### src/rtl/rand_inst_sched.sv
// Sequencer for the instruction randomizer: LFSR-driven opcode templates in,
// randomized instructions out to the instruction-memory writer over valid/ready.
`timescale 1ns/1ps

module rand_inst_sched #(
  parameter int          CNT_W    = 8,
  parameter logic [15:0] DEF_SEED = 16'hACE1
) (
  input  logic             clk,
  input  logic             rst,
  input  logic             start,
  input  logic             abort,
  input  logic [15:0]      seed,
  input  logic [CNT_W-1:0] num_inst,
  input  logic [15:0]      rand_inst,
  output logic [15:0]      rand_data,
  output logic [15:0]      inst,
  output logic             out_valid,
  input  logic             out_ready,
  output logic [15:0]      out_inst,
  output logic [CNT_W-1:0] out_addr,
  output logic             busy,
  output logic             done
);

  // state  | meaning
  // IDLE   | waiting for start
  // GEN    | capture randomizer result for index cnt
  // HOLD   | out_valid high, waiting for out_ready
  // DONE   | one-cycle completion pulse
  typedef enum logic [1:0] {
    S_IDLE = 2'd0,
    S_GEN  = 2'd1,
    S_HOLD = 2'd2,
    S_DONE = 2'd3
  } state_t;

  localparam logic [15:0] LFSR_TAPS = 16'hB400;

  state_t           state_q, state_d;
  logic [15:0]      lfsr_q, lfsr_d;
  logic [CNT_W-1:0] cnt_q, cnt_d;
  logic [CNT_W-1:0] num_q, num_d;
  logic             out_valid_q, out_valid_d;
  logic [15:0]      out_inst_q, out_inst_d;
  logic [CNT_W-1:0] out_addr_q, out_addr_d;

  logic [15:0]      lfsr_next;
  logic [3:0]       opcode;
  logic             handshake;
  logic             last_inst;

  assign lfsr_next = {1'b0, lfsr_q[15:1]} ^ (lfsr_q[0] ? LFSR_TAPS : 16'h0000);

  // Only opcodes 0..12 exist; fold the three spare LFSR codes back onto 0..2.
  always_comb begin
    opcode = lfsr_q[15:12];
    case (lfsr_q[15:12])
      4'd13:   opcode = 4'd0;
      4'd14:   opcode = 4'd1;
      4'd15:   opcode = 4'd2;
      default: opcode = lfsr_q[15:12];
    endcase
  end

  assign inst      = {opcode, 12'h000};
  assign rand_data = {lfsr_q[7:0], lfsr_q[15:8]};

  assign handshake = out_valid_q & out_ready;
  assign last_inst = (cnt_q == num_q - 1'b1);

  always_comb begin
    state_d     = state_q;
    lfsr_d      = lfsr_q;
    cnt_d       = cnt_q;
    num_d       = num_q;
    out_valid_d = out_valid_q;
    out_inst_d  = out_inst_q;
    out_addr_d  = out_addr_q;

    case (state_q)
      S_IDLE: begin
        if (start) begin
          lfsr_d  = (seed == 16'h0000) ? DEF_SEED : seed;
          cnt_d   = '0;
          num_d   = num_inst;
          state_d = (num_inst == '0) ? S_DONE : S_GEN;
        end
      end
      S_GEN: begin
        if (abort) begin
          out_valid_d = 1'b0;
          state_d     = S_IDLE;
        end else begin
          out_inst_d  = rand_inst;
          out_addr_d  = cnt_q;
          out_valid_d = 1'b1;
          state_d     = S_HOLD;
        end
      end
      S_HOLD: begin
        // Abort wins over a handshake in the same cycle: nothing is consumed.
        if (abort) begin
          out_valid_d = 1'b0;
          state_d     = S_IDLE;
        end else if (handshake) begin
          out_valid_d = 1'b0;
          lfsr_d      = lfsr_next;
          cnt_d       = cnt_q + 1'b1;
          state_d     = last_inst ? S_DONE : S_GEN;
        end
      end
      S_DONE: begin
        out_valid_d = 1'b0;
        state_d     = S_IDLE;
      end
      default: begin
        out_valid_d = 1'b0;
        state_d     = S_IDLE;
      end
    endcase
  end

  always_ff @(posedge clk) begin
    if (rst) begin
      state_q     <= S_IDLE;
      lfsr_q      <= DEF_SEED;
      cnt_q       <= '0;
      num_q       <= '0;
      out_valid_q <= 1'b0;
      out_inst_q  <= 16'h0000;
      out_addr_q  <= '0;
    end else begin
      state_q     <= state_d;
      lfsr_q      <= lfsr_d;
      cnt_q       <= cnt_d;
      num_q       <= num_d;
      out_valid_q <= out_valid_d;
      out_inst_q  <= out_inst_d;
      out_addr_q  <= out_addr_d;
    end
  end

  assign out_valid = out_valid_q;
  assign out_inst  = out_inst_q;
  assign out_addr  = out_addr_q;
  assign busy      = (state_q != S_IDLE);
  // An abort arriving in DONE also suppresses the completion pulse.
  assign done      = (state_q == S_DONE) && !abort;

endmodule

### config.mk
export PLATFORM = sky130hd
export DESIGN_NAME = rand_inst_sched
export DESIGN_NICKNAME = d
export VERILOG_FILES = /design/src/rtl/rand_inst_sched.sv
export SDC_FILE = /design/constraint.sdc
export NUM_CORES = 1
export LEC_CHECK = 0
export BUFFER_PORTS_ARGS = -buffer_cell sky130_fd_sc_hd__buf_2
export CORE_MARGIN = 8
export CORE_UTILIZATION = 53
export CTS_CLUSTER_SIZE = 16
export DETAILED_ROUTE_END_ITERATION = 12
export GPL_ROUTABILITY_DRIVEN = 0
export MAX_ROUTING_LAYER = met4
export PLACE_DENSITY_LB_ADDON = 0.05
export SLEW_MARGIN = 20
export SYNTH_ARGS = -nofsm -noshare
export SYNTH_HDL_FRONTEND = slang
export SYNTH_SLANG_ARGS = --single-unit
### constraint.sdc
create_clock -name clk -period 3.6 [get_ports clk]
set_clock_uncertainty 0.05 [all_clocks]
set_input_delay 0.54 -clock clk [delete_from_list [all_inputs] [get_ports clk]]
set_output_delay 0.54 -clock clk [all_outputs]
set_load 0.03 [all_outputs]
# --- Word-level counts from Yosys, hierarchy flattened ---
# Cells that the tools add are included.
word_totals:
  ff_bits: 59
  inputBits: 45
  out_inout_bits: 59
  word_cells: 58
op_classes:
  add_sub_neg: 2
  eq_ne: 11
  n_mux: 22
  bitwise_logic: 3
  n_reduce_logical: 13
op_table:
  columns: ["operator", "count"]
  rows:
  - ["$mux W16", 5]
  - ["$pmux W16 S2", 1]
  - ["$mux W8", 3]
  - ["$logic_not A16 Y1", 1]
  - ["$pmux W8 S2", 1]
  - ["$xor A15 B16 Y16", 1]
  - ["$eq A4 B4 Y1 const B", 3]
  - ["$mux W2", 6]
  - ["$pmux W4 S3", 1]
  - ["$add A8 B1 Y8 const B", 1]
  - ["$eq A8 B8 Y1", 1]
  - ["$logic_not A8 Y1", 1]
  - ["$pmux W2 S4", 1]
  - ["$reduce_and A2 Y1", 4]
  - ["$sub A8 B1 Y8 const B", 1]
  - ["$ne A2 B2 Y1 const B", 3]
  - ["$eq A2 B2 Y1 const B", 2]
  - ["$reduce_and A4 Y1", 1]
  - ["$reduce_bool A2 Y1", 2]
  - ["$mux W1", 3]
  - ["$ne A3 B3 Y1 const B", 1]
  - ["$pmux W1 S3", 1]
  - ["$reduce_bool A3 Y1", 1]
  - ["$eq A2 B1 Y1 const B", 1]
  - ["other kinds (5)", 5]

# --- Longest topological paths before layout ---
# Gate-level depths: netlist (run 1).
logic_depth:
  word_depth: 6
  ltp_mapped: 8
  ltp_nobuf: 7

# --- Least setup slack after synthesis (run 1) ---
# No wires, ideal clock.
synth_path:
  kind: "flip-flop to output port"
  start: "register lfsr_q[12]"
  end: "output port inst[14]"
  arrival_ps: 1497
  required_ps: 3010
  setup_slack_ps: 1513
  path_stages_with_launch: 3
  path_buffers: 0
  path_cell_list: "dfxtp_1 or2_2 a21boi_0"
synth_via:
  elab_chain_len: 2
  word_cells_on_any_way: 4
  classes_between: "eq/ne (3); mux (1)"
synth_rtl:
  columns: ["element", "line", "source"]
  rows:
  - ["start, declared", "41", "logic [15:0] lfsr_q, lfsr_d;"]
  - ["start signal, assigned", "135", "lfsr_q <= lfsr_d;"]
  - ["$eq A4 B4 Y1", "58", "case (lfsr_q[15:12])"]
  - ["$pmux W4 S3 *", "58", null]
  - ["end, declared", "17", "output logic [15:0] inst,"]
# Every way passes the cells marked *; elsewhere a longest branch is shown, timed or not.

# --- Worst setup path in the final report (run 1) ---
layout_path:
  start: "register state_q[0]"
  end: "register state_q[1]"
layout_via:
  elab_chain_len: 3
  word_cells_on_any_way: 8
  classes_between: "eq/ne (5); mux (1); reduce/logical (2)"
layout_rtl:
  columns: ["element", "line", "source"]
  rows:
  - ["start, declared", "40", "state_t state_q, state_d;"]
  - ["start signal, assigned", "134", "state_q <= state_d;"]
  - ["$eq A2 B2 Y1 or $logic_not A2 Y1 (tied branches)", "81", "case (state_q)"]
  - ["$ne A3 B3 Y1 (no line) or $ne A2 B2 Y1 (tied branches)", null, null]
  - ["$reduce_and A2 Y1 (no line)", null, null]
# Several ways; a longest one is shown, not always the timed one.
# A chain may end at the register's enable or synchronous reset.

==> metrics.md, run 1 <==
| Metric | Value |
|---|---|
| Simple-gate area share of the yosys netlist | `0.235` |
| Fin crit period | `~2000 ps` |
| Worst Tran Pin Value | `roughly 1000 ps` |
| CP arrival | `~2300 ps` |
| Synth Register Bits | `about 60` |
| CTS max path bufs | `2` |
| Hold Path Class | `in2reg` |
| Initial antenna violation count | `0` |
| Critical Path, Cell by Cell | `and3_1, a31oi_1, nor3_1, a311o_1` |
| Antenna-violating nets left | `0` |
| Drt wl/cell | `14.3 microns` |
| DRT Pass-1 Iters | `5` |
| Fin nets | `480` |
| Seq pwr share | `0.415` |
| Top achievable clock speed | `485 MHz` |
| CP top delay family | `simple AND/OR/NAND/NOR gates` |
| Via count | `between 2000 and 3000` |
| Setup WS pre-CTS | `1480 ps` |
| Status | `completed` |
| H-tree depth reported by CTS | `3` |
| Max-slew violations | `0` |
| Register area share after synthesis | `0.420` |
| Post-synth cell types | `42` |
| Clk_lat worst skew | `330 ps` |
| CP max FO | `25` |
| Switching Fraction | `0.274` |
| WP buf/inv | `0` |
| Worst path slowest cell | `and3_1` |
| CORE AREA | `5110 sq um` |
| XOR/XNOR share of the synthesized area | `0.0622` |
| CTS root buffer | `clkbuf_8` |
| Gate Count Post-Synth | `approximately 350` |
| Nature of the critical path endpoint | `flip-flop` |
| Clock sink count | `slightly below 60` |
| Relative slew slack | `0.340` |
| Clk pwr share | `0.429` |
| Io pins | `104` |
| Vias in the first global route | `approximately 2600` |
| PostCTS Resize Cnt | `0` |
| Vias/cell | `between 5 and 6` |
| Num CTS Buffers | `9` |
| Adder-Cell Fraction of Synth Area | `0.00889` |
| Worst VDD drop | `roughly 310 uV` |
| Final HPWL DP | `roughly 5400 microns` |
| I/O Buffers | `91` |
| Global-route wire length before repair | `11800 microns` |
| Starting Density | `0.551` |
| Main combinational cell family by area after synthesis | `simple AND/OR/NAND/NOR gates` |
| Layout area overhead | `23.4%` |
| NetSw | `around 470 uW` |
| Fin. Hold Viols | `0` |
| Detailed Route Iter0 Violations | `141` |
| Final wirelength | `7250 microns` |
| PnR worst setup slack | `between 1500 and 2000 ps` |
| Worst Path Required | `3810 ps` |
| Synthesis warning total | `0` |
| Die X | `88.9 microns` |
| Critical Path Max Stage Delay | `roughly 860 ps` |
| RSZ-0062 raised after global routing | `no` |
| Max-Cap Viols | `0` |
| Congestion Overflow GR | `0` |
| CP Launch Type | `flip-flop` |
| Logic pwr share | `0.156` |
| Layout cells sized above 1 | `0.263` |
| Average size of a mapped cell | `approximately 8.0 sq um` |
| Setup bufs post-CTS | `0` |
| Num rows | `26` |
| Hold_buf cts | `0` |
| Most frequent cells in the layout | `91 x buf_2, 71 x nand2_1, 59 x dfxtp_1, 42 x a21oi_1, 32 x nor2_1` |
| Internal power | `between 1 and 1.5 mW` |
| Compound-Gate Fraction of Synth Area | `0.175` |
| Largest net degree at the start of global routing | `32` |
| CTS clock-pin slew for the worst setup and hold paths | `around 80 ps` |
| PwrDens | `between 400 and 500 nW/um^2` |
| Lkg Pwr | `approximately 1.5 nW` |
| CTS tree | `built` |
| Synthesized cell area | `between 2000 and 3000 sq um` |
| Commonest non-fill, non-tap cell in the layout | `buf_2` |
| Fin crit share | `0.572` |
| Die height | `between 80 and 90 microns` |
| Fill cells | `~470` |
| GR Util All Layers | `0.193` |
| DR DRC count | `0` |
| Inserted Diodes | `0` |
| Setup TNS | `0 ps` |
| Critical path type | `reg2reg` |
| Die area | `7900 sq um` |
| Final setup viols | `0` |
| Mux contribution to synthesized area | `0.0249` |
## state kept, by name, indices dropped and copies added (netlist names)
name,count
state_q,2
out_inst,16
cnt_q,8
lfsr_q,16
num_q,8
out_valid,1
out_addr,8
## tightest hold or removal path, delay by kind of cell
family / cells / cell delay [ps]
buf+inv: 1 / 100
simple gates: 1 / 40
compound gates: 1 / 50
## path summary, 6_finish.rpt
| check | start | endpoint | slack (ps) | cells past startpoint |
|---|---|---|---|---|
| hold / removal | rand_inst[8] | out_inst[8] | 380 | 3 |
| setup / recovery | state_q[0] | state_q[1] | 1540 | 4 |
| hold reg to reg | out_inst[8] | out_inst[8] | 400 | 2 |
| setup reg to reg | state_q[0] | state_q[1] | 1540 | 4 |
## routing by layer
metal	wire, microns	GRT usage
met5	0	-
met4	68	0.0783
met3	595	0.0362
met2	3520	0.320
met1	3070	0.223
## synthesized netlist by cell type
| master | instances | share of area |
|---|---|---|
| nand2_1 | 71 | 0.095 |
| dfxtp_1 | 59 | 0.42 |
| a21oi_1 | 42 | 0.075 |
| nor2_1 | 32 | 0.043 |
| clkbuf_1 | 16 | 0.021 |
| buf_4 | 13 | 0.035 |
| o21ai_0 | 13 | 0.023 |
| xor2_1 | 13 | 0.040 |
| mux2i_1 | 7 | 0.025 |
| nor4_1 | 7 | 0.016 |
| xnor2_1 | 7 | 0.022 |
| inv_1 | 6 | 0.0080 |
| nor3_1 | 6 | 0.011 |
| o22ai_1 | 6 | 0.013 |
| buf_2 | 5 | 0.0089 |
| a311oi_1 | 4 | 0.012 |
| nand2b_1 | 4 | 0.0089 |
| nand3_1 | 4 | 0.0071 |
| nand4_1 | 4 | 0.0089 |
| a221oi_1 | 3 | 0.0093 |
| and3_1 | 3 | 0.0067 |
| a211oi_1 | 2 | 0.0053 |
| a21boi_0 | 2 | 0.0053 |
| and2_1 | 2 | 0.0044 |
| and4b_1 | 2 | 0.0071 |
| ha_1 | 2 | 0.0089 |
| nand3b_1 | 2 | 0.0053 |
| or2_2 | 2 | 0.0044 |
| a2111oi_4 | 1 | 0.0098 |
| a21o_1 | 1 | 0.0027 |
| a21oi_2 | 1 | 0.0031 |
| a311o_1 | 1 | 0.0036 |
| a31oi_1 | 1 | 0.0022 |
| a41oi_1 | 1 | 0.0031 |
| conb_1 | 1 | 0.0013 |
| nand2b_2 | 1 | 0.0031 |
| nand4b_4 | 1 | 0.0084 |
| nor4_2 | 1 | 0.0044 |
| o21a_1 | 1 | 0.0027 |
| o21ai_1 | 1 | 0.0018 |
| o21bai_1 | 1 | 0.0027 |
| or3_1 | 1 | 0.0022 |
## per-stage QoR
| stage | utilization | total power [mW] | std cells | area (sq um) | hold slack, ps |
|---|---|---|---|---|---|
| 2_1_floorplan | - | 0.931 | 364 | 2860 | 407 |
| 3_3_place_gp | 0.631 | 0.999 | 492 | 3220 | 389 |
| 3_5_place_dp | 0.631 | 1.00 | 492 | 3220 | 395 |
| 4_1_cts | 0.680 | 1.74 | 508 | 3470 | 375 |
| 5_1_grt | 0.680 | 1.81 | 508 | 3470 | 388 |
| 6_report | 0.680 | 1.73 | 508 | 3470 | 384 |
## cell type report
type | instances | area [sq um] | share of cell area
timing repair buffer | 92 | 463 | 0.133
inverter | 6 | 22.5 | 0.00648
multi-input combinational | 265 | 1470 | 0.423
tap | 70 | 87.6 | 0.0252
clock inverter | 6 | 113 | 0.0324
clock buffer | 10 | 138 | 0.0396
sequential | 59 | 1180 | 0.340
## power groups by stage
stage	Clock [mW]	Combinational, mW	Sequential, mW
2_1_floorplan	0	0.163	0.767
3_3_place_gp	0	0.267	0.732
3_5_place_dp	0	0.270	0.733
4_1_cts	0.755	0.272	0.718
5_1_grt	0.790	0.294	0.724
6_report	0.741	0.270	0.718
## logic make-up (layout without fill, tap and decap cells)
group	Yosys count	after routing
and+or+nand+nor	143	143
AOI/OAI and AO/OA	81	81
DFF	59	59
buffers and inverters	40	114
xor gates and xnor gates	20	20
muxes	7	7
adders and majority gates	2	2
other	1	12
Note: power is estimated with default switching activity, not from simulation.
==> run 2, diff against run 1 <==
- CORE_UTILIZATION: 53 -> 49
- clock period: 3.6 -> 2.1 ns (I/O delays scaled with it)
==> run 2 against run 1 <==
Effect of this change: total power rose by 66%; largest power group is now sequential cells; highest routed layer unchanged; count of clock-buffer cells in the layout rose by 2; global-route usage fell by 1.6 points; wire length rose by 0.28%.
==> metrics.md, run 2 (synthesis results as in run 1) <==
| Metric | Value |
|---|---|
| Lkg Pwr | `1.57 nW (+1.6%)` |
| Critical path type | `reg2reg` |
| Clk_lat worst skew | `330 ps (about the same)` |
| DRT Pass-1 Iters | `4 (-1)` |
| Final Power | `2.88 mW (+66%)` |
| CP Launch Type | `flip-flop` |
| I/O Buffers | `91 (unchanged)` |
| Die height | `91.8 microns (+3.3%)` |
| Vias in the first global route | `2567 (+0.039%)` |
| CP max FO | `8 (-68%)` |
| Clk pwr share | `0.407 (-0.022)` |
| CORE AREA | `5540 sq um (+8.5%)` |
| Starting Density | `0.508 (-0.0431)` |
| Relative slew slack | `0.621 (+0.281)` |
| NetSw | `806 uW (+70%)` |
| Finished Core Util | `0.634 (-0.0459)` |
| Initial antenna violation count | `0 (unchanged)` |
| Internal power | `2.07 mW (+65%)` |
| Commonest non-fill, non-tap cell in the layout | `buf_2` |
| Worst VDD drop | `557 uV (+79%)` |
| Placed Instances | `502 (+2.0%)` |
| Final setup viols | `0 (unchanged)` |
| PostCTS Resize Cnt | `0 (unchanged)` |
| Clock sink count | `59 (unchanged)` |
| Via count | `2677 (+1.2%)` |
| Antenna-violating nets left | `0 (unchanged)` |
| CP arrival | `1980 ps (-290 ps)` |
| Max-slew violations | `0 (unchanged)` |
| Logic pwr share | `0.165 (+0.009)` |
| Fill cells | `530 (+12%)` |
| Hold_buf cts | `0 (unchanged)` |
| Most frequent cells in the layout | `91 x buf_2, 71 x nand2_1, 59 x dfxtp_1, 42 x a21oi_1, 32 x nor2_1` |
| PwrDens | `819 nW/um^2 (+64%)` |
| DR DRC count | `0 (unchanged)` |
| Num rows | `27 (+3.8%)` |
| Worst Tran Pin Value | `569 ps (-419 ps)` |
| Fin crit period | `1810 ps (-246 ps)` |
| Setup bufs post-CTS | `0 (unchanged)` |
| Inserted Diodes | `0 (unchanged)` |
| Final std cells w/o fill | `518 (+2.0%)` |
| Max-Cap Viols | `0 (unchanged)` |
| Fin crit share | `0.864 (+0.292)` |
| CTS clock-pin slew for the worst setup and hold paths | `70 ps (about the same)` |
| Layout area overhead | `24.9%` |
| Final HPWL DP | `5590 microns (+4.2%)` |
| Fin. Hold Viols | `0 (unchanged)` |
| Fin nets | `488 (+1.7%)` |
| Drt wl/cell | `14.0 microns (-1.7%)` |
| H-tree depth reported by CTS | `3 (unchanged)` |
| CTS tree | `built` |
| Global-route wire length before repair | `12000 microns (+1.8%)` |
| Hold Path Class | `in2reg` |
| Top achievable clock speed | `551 MHz (+14%)` |
| RSZ-0062 raised after global routing | `no` |
| Io pins | `104 (unchanged)` |
| Status | `completed` |
| Num CTS Buffers | `9 (unchanged)` |
| CTS max path bufs | `2 (unchanged)` |
| Detailed Route Iter0 Violations | `61 (-57%)` |
| Dpl cell area | `3290 sq um (+1.9%)` |
| Congestion Overflow GR | `0 (unchanged)` |
| CTS root buffer | `clkbuf_8` |
| GR Util All Layers | `0.177 (-0.0159)` |
| Largest net degree at the start of global routing | `25 (-22%)` |
| Die area | `8420 sq um (+6.7%)` |
| Layout cells sized above 1 | `0.274 (+0.0110)` |
| Die X | `91.8 microns (+3.3%)` |
| Worst Path Required | `2270 ps (-1540 ps)` |
| Setup TNS | `0 ps (unchanged)` |
| Seq pwr share | `0.427 (+0.012)` |
| Final wirelength | `7270 microns (+0.28%)` |
| Switching Fraction | `0.280 (+0.00649)` |
| Nature of the critical path endpoint | `flip-flop` |
| Vias/cell | `5.17 (-0.74%)` |
| Fin area | `3510 sq um (+1.2%)` |
==> run 2: changes by cell type in the layout (fill, tap and decap cells not counted) <==
| cell | delta |
|---|---|
| bufinv_16 | -1 |
| clkinv_4 | -2 |
| clkbuf_8 | +1 |
| clkinvlp_4 | +1 |
| clkbuf_1 | +1 |
| buf_4 | +8 |
==> run 2: final cells by class <==
| cell class | count | area, sq um | share of cell area |
|---|---|---|---|
| tap | 72 | 90.1 | 0.0256 |
| sequential | 59 | 1180 | 0.336 |
| clock buffer | 12 | 155 | 0.0442 |
| multi-input combinational | 265 | 1470 | 0.418 |
| inverter | 6 | 22.5 | 0.00641 |
| clock inverter | 4 | 72.6 | 0.0207 |
| timing repair buffer | 100 | 523 | 0.149 |
==> run 2: layer usage <==
layer | wire length [microns] | GRT usage | vias up
li1 | - | - | 1368
met1 | 3340 | 0.208 | 1213
met2 | 3270 | 0.275 | 87
met3 | 543 | 0.0505 | 9
met4 | 123 | 0.0832 | 0
met5 | 0 | - | -
==> run 2: final timing paths <==
path,endpoint,start,cells past startpoint,slack (ps)
worst min-delay path,out_inst[9],rand_inst[9],3,170
worst max-delay path,state_q[1],num_q[0],7,290
worst min register to register,out_inst[0],out_inst[0],2,400
worst max register to register,state_q[1],num_q[0],7,290
==> run 2: power groups by stage <==
stage / Combinational, mW / Sequential [mW] / Clock (mW)
after floorplan: 0.280 / 1.32 / 0
after global placement: 0.473 / 1.25 / 0
after detailed placement: 0.477 / 1.25 / 0
after CTS: 0.479 / 1.23 / 1.20
after global routing: 0.520 / 1.24 / 1.24
final: 0.476 / 1.23 / 1.17
==> run 2: stage by stage <==
step           hold WS, ps  setup slack (ps)
2_1_floorplan          401               238
3_3_place_gp           388               365
3_5_place_dp           393               316
4_1_cts                148               299
5_1_grt                170               200
6_report               165               285
==> run 2: critical path, stage by stage (launching register included) <==
cell,delay (ps)
dfxtp_1,430
inv_1,90
ha_1,310
xnor2_1,160
and4b_1,170
a41oi_1,160
nand2_1,80
a311o_1,250
==> run 3, diff against run 2 <==
- BUFFER_PORTS_ARGS: -buffer_cell sky130_fd_sc_hd__buf_2 -> -buffer_cell sky130_fd_sc_hd__buf_4
==> run 3 against run 2 <==
Effect of this change: sequential power about the same; via count up 0.71%; worst hold slack better by 0.76 ps; flip-flop and latch count unchanged; final area up 6.3%; final cell count down 0.39%; sequential share of layout area down 2.0 points; core utilization up 4.0 points; global-route usage up 0.99 points; count of clock-buffer cells in the layout down 3.
==> metrics.md, run 3 (synthesis results as in run 1) <==
| Metric | Value |
|---|---|
| Launch point of the worst reg-to-reg path | `num_q[0]` |
| Clock sink count | `59 (unchanged)` |
| Relative slew slack | `0.619 (-0.00144)` |
| Inserted Diodes | `0 (unchanged)` |
| CTS root buffer | `clkbuf_8` |
| Fin. Hold Viols | `0 (unchanged)` |
| Fin area | `3730 sq um (+6.3%)` |
| Switching Fraction | `0.271 (-0.00914)` |
| Via count | `2696 (+0.71%)` |
| Internal power | `2.16 mW (+4.4%)` |
| Worst Hold Path EP | `num_q[0]` |
| H-tree depth reported by CTS | `3 (unchanged)` |
| Setup TNS | `0 ps (unchanged)` |
| Met2 Resource Use GR | `0.291 (+0.0156)` |
| CTS tree | `built` |
| PwrDens | `794 nW/um^2 (-3.0%)` |
| Lkg Pwr | `1.62 nW (+3.5%)` |
| Most frequent cells in the layout | `99 x buf_4, 71 x nand2_1, 59 x dfxtp_1, 42 x a21oi_1, 32 x nor2_1` |
| CP Launch Type | `flip-flop` |
| Die height | `91.8 microns (unchanged)` |
| Die area | `8420 sq um (unchanged)` |
| Hold Path Class | `in2reg` |
| DR DRC count | `0 (unchanged)` |
| Drt wl/cell | `14.7 microns (+4.7%)` |
| Finished Core Util | `0.674 (+0.0400)` |
| Antenna-violating nets left | `0 (unchanged)` |
| Layout area overhead | `32.7%` |
| FF-to-FF path depth | `7 (unchanged)` |
| Initial antenna violation count | `0 (unchanged)` |
| Num rows | `27 (unchanged)` |
| Area used by multi-input combinational logic | `1470 sq um (unchanged)` |
| DRT Pass-1 Iters | `4 (unchanged)` |
| Max-Cap Viols | `0 (unchanged)` |
| Setup WS pre-CTS | `319 ps (+3.51 ps)` |
| R2R Path End | `state_q[1]` |
| Layout cells sized above 1 | `0.273 (-0.00102)` |
| Nature of the critical path endpoint | `flip-flop` |
| CTS clock-pin slew for the worst setup and hold paths | `60 ps (about the same)` |
| GR Util All Layers | `0.187 (+0.00989)` |
| PnR worst setup slack | `297 ps (+12.3 ps)` |
| Detailed Route Iter0 Violations | `125 (+100%)` |
| Dpl cell area | `3510 sq um (+6.7%)` |
| Final std cells w/o fill | `516 (-0.39%)` |
| Seq pwr share | `0.415 (-0.012)` |
| Vias in the first global route | `2595 (+1.1%)` |
| Starting Density | `0.508 (unchanged)` |
| RSZ-0062 raised after global routing | `no` |
| Seq. cell area | `1180 sq um (unchanged)` |
| Status | `completed` |
| Die X | `91.8 microns (unchanged)` |
| CORE AREA | `5540 sq um (unchanged)` |
| PostCTS Resize Cnt | `0 (unchanged)` |
| CTS max path bufs | `2 (unchanged)` |
| Hold_buf cts | `0 (unchanged)` |
| Fin nets | `487 (-0.20%)` |
| Final wirelength | `7580 microns (+4.3%)` |
| I/O Buffers | `91 (unchanged)` |
| Hold WS | `166 ps (+0.755 ps)` |
| Vias/cell | `5.22 (+1.1%)` |
| Critical path type | `reg2reg` |
| CP max FO | `8 (unchanged)` |
| Worst Path Required | `2270 ps (about the same)` |
| GRT Max-Usage Layer | `met2` |
| Commonest non-fill, non-tap cell in the layout | `buf_4` |
| Global-route wire length before repair | `12500 microns (+4.3%)` |
| CP arrival | `1970 ps (about the same)` |
| Fin crit share | `0.858 (-0.00586)` |
| Worst Tran Pin Value | `571 ps (+2.16 ps)` |
| Final setup viols | `0 (unchanged)` |
| Final Power | `2.97 mW (+3.1%)` |
| Hold Crit Start | `num_inst[0]` |
| Num CTS Buffers | `9 (unchanged)` |
| Hold Path Stages | `3 (unchanged)` |
| Clk_lat worst skew | `330 ps (about the same)` |
| Reg2Reg Setup Slack | `300 ps (about the same)` |
| Max-slew violations | `0 (unchanged)` |
| Setup bufs post-CTS | `0 (unchanged)` |
| Fill cells | `500 (-5.7%)` |
| Congestion Overflow GR | `0 (unchanged)` |
| Top achievable clock speed | `555 MHz (+0.68%)` |
| Fin crit period | `1800 ps (-12.3 ps)` |
| Clk pwr share | `0.407 (about the same)` |
| Grt met3 use | `0.0481 (-0.00244)` |
| Final HPWL DP | `5660 microns (+1.3%)` |
| Logic pwr share | `0.177 (+0.012)` |
| Io pins | `104 (unchanged)` |
| NetSw | `804 uW (-0.26%)` |
| Placed Instances | `501 (-0.20%)` |
| Worst VDD drop | `656 uV (+18%)` |
| Largest net degree at the start of global routing | `30 (+20%)` |
| Met1 GRT Util | `0.218 (+0.0104)` |
-- run 3: changes by cell type in the layout (fill, tap and decap cells not counted), sizes merged --
cell / change
buf: -1
bufinv: +1
clkbuf: -3
clkinv: +2
clkinvlp: -1
-- run 3: layout make-up --
type	instances	area share
well taps	72	0.0241
repair buffers	99	0.199
flip-flops and latches	59	0.316
clock buffers	9	0.0332
clock inverters	6	0.0281
multi-input cells	265	0.393
inverters	6	0.00603
-- run 3: worst max-delay path, stage by stage (launching register included) --
cell     delay, ps
dfxtp_1        420
inv_1           80
ha_1           310
xnor2_1        160
and4b_1        180
a41oi_1        160
nand2_1         80
a311o_1        250
-- run 3: power groups by stage --
stage          clock (mW)  sequential [mW]  combinational [mW]
2_1_floorplan           0             1.32               0.280
3_3_place_gp            0             1.25               0.519
3_5_place_dp            0             1.26               0.525
4_1_cts              1.23             1.23               0.528
5_1_grt              1.28             1.24               0.571
6_report             1.21             1.23               0.525
-- run 3: worst max-delay path by stage --
stage | from | endpoint | slack (ps) | cells after the start
final | num_q[0] | state_q[1] | 300 | 7
after global routing | num_q[0] | state_q[1] | 160 | 7
after CTS | num_q[0] | state_q[1] | 310 | 7
after detailed placement | num_q[0] | state_q[1] | 320 | 7
after global placement | num_q[0] | state_q[1] | 370 | 7
after floorplan | lfsr_q[12] | inst[14] | 240 | 2
-- run 3: metal layers --
metal,vias to the layer above,share of wire,wire (microns)
li1,1360,-,-
met1,1232,0.45,3390
met2,91,0.46,3520
met3,13,0.071,535
met4,0,0.019,142
met5,-,0,0
